**src/rtl/mips_pkg.sv**
```systemverilog
// Shared definitions for the MIPS pipeline blocks.
// Holds the opcode encodings, the architectural NOP encoding, the default
// reset PC, and a helper that forces an address onto a word boundary.
package mips_pkg;

  typedef enum logic [5:0] {
    R_FORMAT = 6'h00,
    J        = 6'h02,
    BEQ      = 6'h04,
    LW       = 6'h23,
    SW       = 6'h2B
  } opcode_t;

  // sll $0,$0,0
  localparam logic [31:0] MIPS_NOP      = 32'h0000_0000;
  localparam logic [31:0] MIPS_RESET_PC = 32'h0000_0000;

  function automatic logic [31:0] word_align(input logic [31:0] addr);
    return {addr[31:2], 2'b00};
  endfunction

endpackage

```
**src/rtl/if_id_reg.sv**
```systemverilog
// IF/ID pipeline register.
// Priority at each rising edge: hold > squash > memory wait (bubble) > load.
// A squash or a bubble loads the NOP encoding with valid cleared but still
// records the PC+4 of the slot.
// Ports:
//   clk, rst        clock, asynchronous active-high reset
//   ifid_hold       keep all fields unchanged
//   squash          flush / taken branch / taken jump
//   imem_ready      fetched word is valid this cycle
//   fetch_instr     word from instruction memory
//   fetch_pc4       PC+4 of the slot being fetched
//   ifid_instr/ifid_pc4/ifid_valid  register contents
module if_id_reg
  import mips_pkg::*;
#(
  parameter logic [31:0] NOP_INSTR = MIPS_NOP
) (
  input  logic        clk,
  input  logic        rst,
  input  logic        ifid_hold,
  input  logic        squash,
  input  logic        imem_ready,
  input  logic [31:0] fetch_instr,
  input  logic [31:0] fetch_pc4,
  output logic [31:0] ifid_instr,
  output logic [31:0] ifid_pc4,
  output logic        ifid_valid
);

  always_ff @(posedge clk or posedge rst) begin
    if (rst) begin
      ifid_instr <= NOP_INSTR;
      ifid_pc4   <= 32'd0;
      ifid_valid <= 1'b0;
    end else if (!ifid_hold) begin
      // flush wins over the hold only in the ID control mux, not here
      ifid_pc4 <= fetch_pc4;
      if (squash || !imem_ready) begin
        ifid_instr <= NOP_INSTR;
        ifid_valid <= 1'b0;
      end else begin
        ifid_instr <= fetch_instr;
        ifid_valid <= 1'b1;
      end
    end
  end

endmodule

```
**src/rtl/fetch_stage.sv**
```systemverilog
// IF stage: PC register, next-PC selection, IF/ID register and optional
// performance counters.
// Next-PC priority: pc_hold > branch > jump > memory wait > sequential.
// Jump targets take their upper nibble from the IF/ID copy of PC+4, since
// the jump is decoded in ID.
// Optional build macro FETCH_PERF_CNT_EN enables the fetch/stall/flush
// counters; without it the perf ports are tied to zero.
// Ports:
//   clk, reset                         clock, asynchronous active-high reset
//   pc_hold, ifid_hold, if_flush       hazard unit controls
//   branch_taken, branch_target        ID-resolved beq redirect
//   jump_taken, jump_index             ID-decoded j redirect
//   imem_addr, imem_req                fetch request (addr == PC)
//   imem_rdata, imem_ready             fetch response
//   pc_out                             current PC
//   ifid_instr, ifid_pc4, ifid_valid   IF/ID register to ID
//   perf_fetch_cnt, perf_stall_cnt, perf_flush_cnt  counters
module fetch_stage
  import mips_pkg::*;
#(
  parameter logic [31:0] RESET_PC  = MIPS_RESET_PC,
  parameter logic [31:0] NOP_INSTR = MIPS_NOP
) (
  input  logic        clk,
  input  logic        reset,
  input  logic        pc_hold,
  input  logic        ifid_hold,
  input  logic        if_flush,
  input  logic        branch_taken,
  input  logic [31:0] branch_target,
  input  logic        jump_taken,
  input  logic [25:0] jump_index,
  output logic [31:0] imem_addr,
  output logic        imem_req,
  input  logic [31:0] imem_rdata,
  input  logic        imem_ready,
  output logic [31:0] pc_out,
  output logic [31:0] ifid_instr,
  output logic [31:0] ifid_pc4,
  output logic        ifid_valid,
  output logic [31:0] perf_fetch_cnt,
  output logic [31:0] perf_stall_cnt,
  output logic [31:0] perf_flush_cnt
);

  logic [31:0] pc_q;
  logic [31:0] pc4;
  logic [31:0] pc_next;
  logic        squash;

  assign pc4       = pc_q + 32'd4;
  assign imem_addr = pc_q;
  assign pc_out    = pc_q;
  assign imem_req  = ~reset;
  assign squash    = if_flush | branch_taken | jump_taken;

  always_comb begin
    pc_next = pc4;
    if (pc_hold)
      pc_next = pc_q;
    else if (branch_taken)
      pc_next = word_align(branch_target);
    else if (jump_taken)
      pc_next = {ifid_pc4[31:28], jump_index, 2'b00};
    else if (!imem_ready)
      pc_next = pc_q;
  end

  always_ff @(posedge clk or posedge reset) begin
    if (reset)
      pc_q <= RESET_PC;
    else
      pc_q <= pc_next;
  end

  if_id_reg #(
    .NOP_INSTR (NOP_INSTR)
  ) u_if_id_reg (
    .clk         (clk),
    .rst         (reset),
    .ifid_hold   (ifid_hold),
    .squash      (squash),
    .imem_ready  (imem_ready),
    .fetch_instr (imem_rdata),
    .fetch_pc4   (pc4),
    .ifid_instr  (ifid_instr),
    .ifid_pc4    (ifid_pc4),
    .ifid_valid  (ifid_valid)
  );

`ifdef FETCH_PERF_CNT_EN
  logic load_valid;
  logic load_flush;

  // mirrors the IF/ID priority so the counters agree with what was loaded
  assign load_valid = ~ifid_hold & ~squash & imem_ready;
  assign load_flush = ~ifid_hold & squash;

  always_ff @(posedge clk or posedge reset) begin
    if (reset) begin
      perf_fetch_cnt <= 32'd0;
      perf_stall_cnt <= 32'd0;
      perf_flush_cnt <= 32'd0;
    end else begin
      if (load_valid) perf_fetch_cnt <= perf_fetch_cnt + 32'd1;
      if (pc_hold)    perf_stall_cnt <= perf_stall_cnt + 32'd1;
      if (load_flush) perf_flush_cnt <= perf_flush_cnt + 32'd1;
    end
  end
`else
  assign perf_fetch_cnt = 32'd0;
  assign perf_stall_cnt = 32'd0;
  assign perf_flush_cnt = 32'd0;
`endif

  // ID gates redirects with the stall; a redirect under pc_hold would be lost
  a_no_redirect_on_hold : assert property (
    @(posedge clk) disable iff (reset) pc_hold |-> !(branch_taken || jump_taken)
  );

endmodule

```
**config.mk**
```make
export PLATFORM = sky130hd
export DESIGN_NAME = fetch_stage
export DESIGN_NICKNAME = d
export VERILOG_FILES = /design/src/rtl/mips_pkg.sv /design/src/rtl/if_id_reg.sv /design/src/rtl/fetch_stage.sv
export SDC_FILE = /design/constraint.sdc
export NUM_CORES = 1
export LEC_CHECK = 0
export BUFFER_PORTS_ARGS = -buffer_cell sky130_fd_sc_hd__buf_2
export CORE_MARGIN = 8
export CORE_UTILIZATION = 35
export DETAILED_ROUTE_END_ITERATION = 8
export HOLD_SLACK_MARGIN = 0.03
export PLACE_DENSITY = 0.72
export SETUP_SLACK_MARGIN = 0.15
export SYNTH_ARGS = -nofsm -noshare
export SYNTH_HDL_FRONTEND = slang
export SYNTH_SLANG_ARGS = --single-unit
```
**constraint.sdc**
```tcl
create_clock -name clk -period 2.9 [get_ports clk]
set_input_delay 0.435 -clock clk [delete_from_list [all_inputs] [get_ports clk]]
set_output_delay 0.435 -clock clk [all_outputs]
set_load 0.02 [all_outputs]
```
==> flow_summary_export.csv <==
group,metric,value,unit
critical_path,rr_worst_depth,6,
yosys,ys.flop_type,"dfrtp_1",
floorplanning,io_pins,324,
yosys,syn-cell-area,0.00558,mm²
yosys,yosysUniqueCellTypes,50,
cells_and_area,area_growth,19.6,%
critical_path,rr_endpoint,"u_if_id_reg.ifid_pc4[14]",
cts,cts_buffers,9,
cells_and_area,layout.nets,859,
grt,grt_max_degree,94,
cts,cts_tree,"built",
power_and_ir_drop,vdd.ir_drop.worst,0.281,mV
cells_and_area,design_area,0.00668,mm²
place,dpl.hpwl,13600,µm
timing,setup_tns,0,ps
status,status,"complete, no violations",
critical_path,crit_path_max_fanout,7,
floorplanning,die-area,0.0202,mm²
grt,grtUsageTotal,0.174,
yosys,yosysWarnings,0,
routing,firstDrtPassIters,4,
floorplanning,start_util,0.355,
routing,via_per_inst,4.71,
cts,clkSlewWorstSetupHoldPaths,80,ps
cts,clock_latency,350,ps
cts,clk_path_buf_depth,2,
critical_path,worstPathArrival,2470,ps
routing,post_drt_wl_per_cell,18.0,µm
routing,vias,4628,
routing,drt_iter0_drc,198,
critical_path,cp_slowest_cell,"nor3_1",
grt,grt_overflow_total,0,
cts,postCtsSetupRepairBufs,0,
floorplanning,placementRows,46,
cells_and_area,drive_gt1_frac,0.359,
power_and_ir_drop,leakage,3.45,nW
yosys,synth_edf_count,0,
routing,route.detailed.drc,0,
cells_and_area,final_util,0.425,
place,place.gp.congestion,0.763,
timing,relSlewSlack,0.554,
yosys,synth_top_area_frac,0.417,
floorplanning,coreArea,0.0157,mm²
critical_path,critPathRequiredTime,3140,ps
critical_path,start_kind,"register",
cells_and_area,final.fill_count,1591,
timing,worst_slack,666,ps
place,dpl-instance-area,0.00637,mm²
critical_path,crit_chain,"ha_1, nand3_1, nor3_1, and3_2, xor2_1, mux2_2",
grt,grt_pass1_wl,27300,µm
timing,setup_viol,0,
job,max_cap_viol_count,0,
yosys,async_flop_share,1.00,
timing,worst_pin_slew,665,ps
timing,rsz0062_at_grt,"no",
cts,cts_sinks,93,
cts,post_cts_resized,0,
worst_hold_path,hold_path.class,"input port to asynchronous set/reset pin",
yosys,synth_common_cells,"132 x buf_4, 93 x dfrtp_1, 35 x a21oi_1",
floorplanning,die_y,142,µm
critical_path,reg2reg_from,"imem_addr[3]",
timing,layout_min_cycle_time,2230,ps
routing,ant_nets,0,
critical_path,slowest_delay,580,ps
floorplanning,die_w,142,µm
yosys,synth_top_area_cell,"dfrtp_1",
grt,grt_pass1_vias,4921,
critical_path,critPathCaptureType,"register",
timing,clock_skew,8.39,ps
cts,holdBufCountCts,0,
place,dp_slack,662,ps
grt,antenna_found_initial,3,
yosys,synth-seq-area-share,0.417,
timing,period_share,0.770,
power_and_ir_drop,power_density,602,mW/mm²
cts,h-tree-depth,3,
timing,fmax,448,MHz
timing,drv_slew,0,
place,io_buffers,219,
yosys,syn_avg_cell_area,9.68,µm²
routing,drt-total-wl,17700,µm
timing,hold_violations,0,
critical_path,crit_type,"register to register",
yosys,synthTopCellsByArea,"dfrtp_1 42%, buf_4 18%, a22o_1 5.3%",
yosys,ys_ff_latch,93,
yosys,syn_inst,577,
yosys,yosysMostFrequentCell,"buf_4",
critical_path,rrSetupSlack,670,ps
cts,clockRootBuffer,"clkbuf_16",
[stage by stage]
stage	std cells	total power [W]	hold WS, ps
2_1_floorplan	678	0.00254	564
3_3_place_gp	965	0.00276	460
3_5_place_dp	965	0.00279	465
4_1_cts	981	0.00407	276
5_1_grt	982	0.00424	272
6_report	982	0.00402	289
[how the worst max path moves through the flow]
stage / startpoint / endpoint / cells after the start
3_5_place_dp: imem_addr[3] / u_if_id_reg.ifid_pc4[14] / 6
3_3_place_gp: imem_addr[3] / u_if_id_reg.ifid_pc4[14] / 6
5_1_grt: imem_addr[3] / imem_addr[14] / 6
4_1_cts: imem_addr[3] / u_if_id_reg.ifid_pc4[14] / 6
6_report: imem_addr[3] / u_if_id_reg.ifid_pc4[14] / 6
2_1_floorplan: reset / imem_req / 1
[cells in the final DEF, fill, tap and decap left out, types with 3 or more instances in the layout]
master,n
nor3_1,11
inv_6,5
a2bb2oi_1,3
mux2_2,14
nor2_1,18
o21ai_0,31
conb_1,102
xor2_1,10
buf_2,219
nand2_1,31
mux2i_1,9
and3_1,6
nor2b_1,3
a22oi_1,8
clkbuf_16,9
buf_4,13
dfrtp_1,93
a22o_1,34
o31a_1,6
a222oi_1,3
nand4_1,7
a21oi_1,35
o22ai_1,12
nand3_1,10
and4_1,5
xnor2_1,16
nor4_1,3
nand2b_1,3
inv_1,13
[layout make-up]
cell class              instances  area (µm²)  share of cell area
clock inverters                 7        85.1              0.0127
diodes                          1        2.50            0.000375
well taps                     216         270              0.0405
flip-flops and latches         93        2330               0.348
clock buffers                   9         225              0.0337
multi-input cells             408        2480               0.371
inverters                      14        56.3             0.00843
repair buffers                234        1230               0.185
[logic make-up after synthesis]
logic type	after synthesis	synth area share
DFF	93	0.417
xor gates and xnor gates	26	0.0408
adders and majority gates	1	0.00224
buffers and inverters	177	0.209
muxes	23	0.0444
AOI/OAI and AO/OA	148	0.180
and+or+nand+nor	108	0.106
other	1	0.000672
[sequential cells by signal (all words and copies together) (netlist names)]
name                    cells
u_if_id_reg.ifid_pc4       30
u_if_id_reg.ifid_valid      1
u_if_id_reg.ifid_instr     32
imem_addr                  30
[worst max-delay path, delay by kind of cell, from the launching register on]
family | cells | cell delay [ps]
and+or+nand+nor | 3 | 1140
muxes | 1 | 260
DFF | 1 | 440
adders and majority gates | 1 | 210
xor gates and xnor gates | 1 | 70
[power breakdown]
part | internal [W] | switching [W] | total [W]
clock | 0.000691 | 0.000575 | 0.00127
sequential | 0.00145 | 0.000166 | 0.00161
combinational | 0.000386 | 0.000760 | 0.00115
total | 0.00252 | 0.00150 | 0.00402
[metal layers]
metal | global-route usage | wire length (µm) | vias to the layer above
li1 | - | - | 2172
met5 | 0 | 22 | -
met4 | 0.0705 | 349 | 4
met1 | 0.207 | 7340 | 2247
met3 | 0.0419 | 1250 | 25
met2 | 0.295 | 8720 | 180
(Power assumes the default switching activity.)
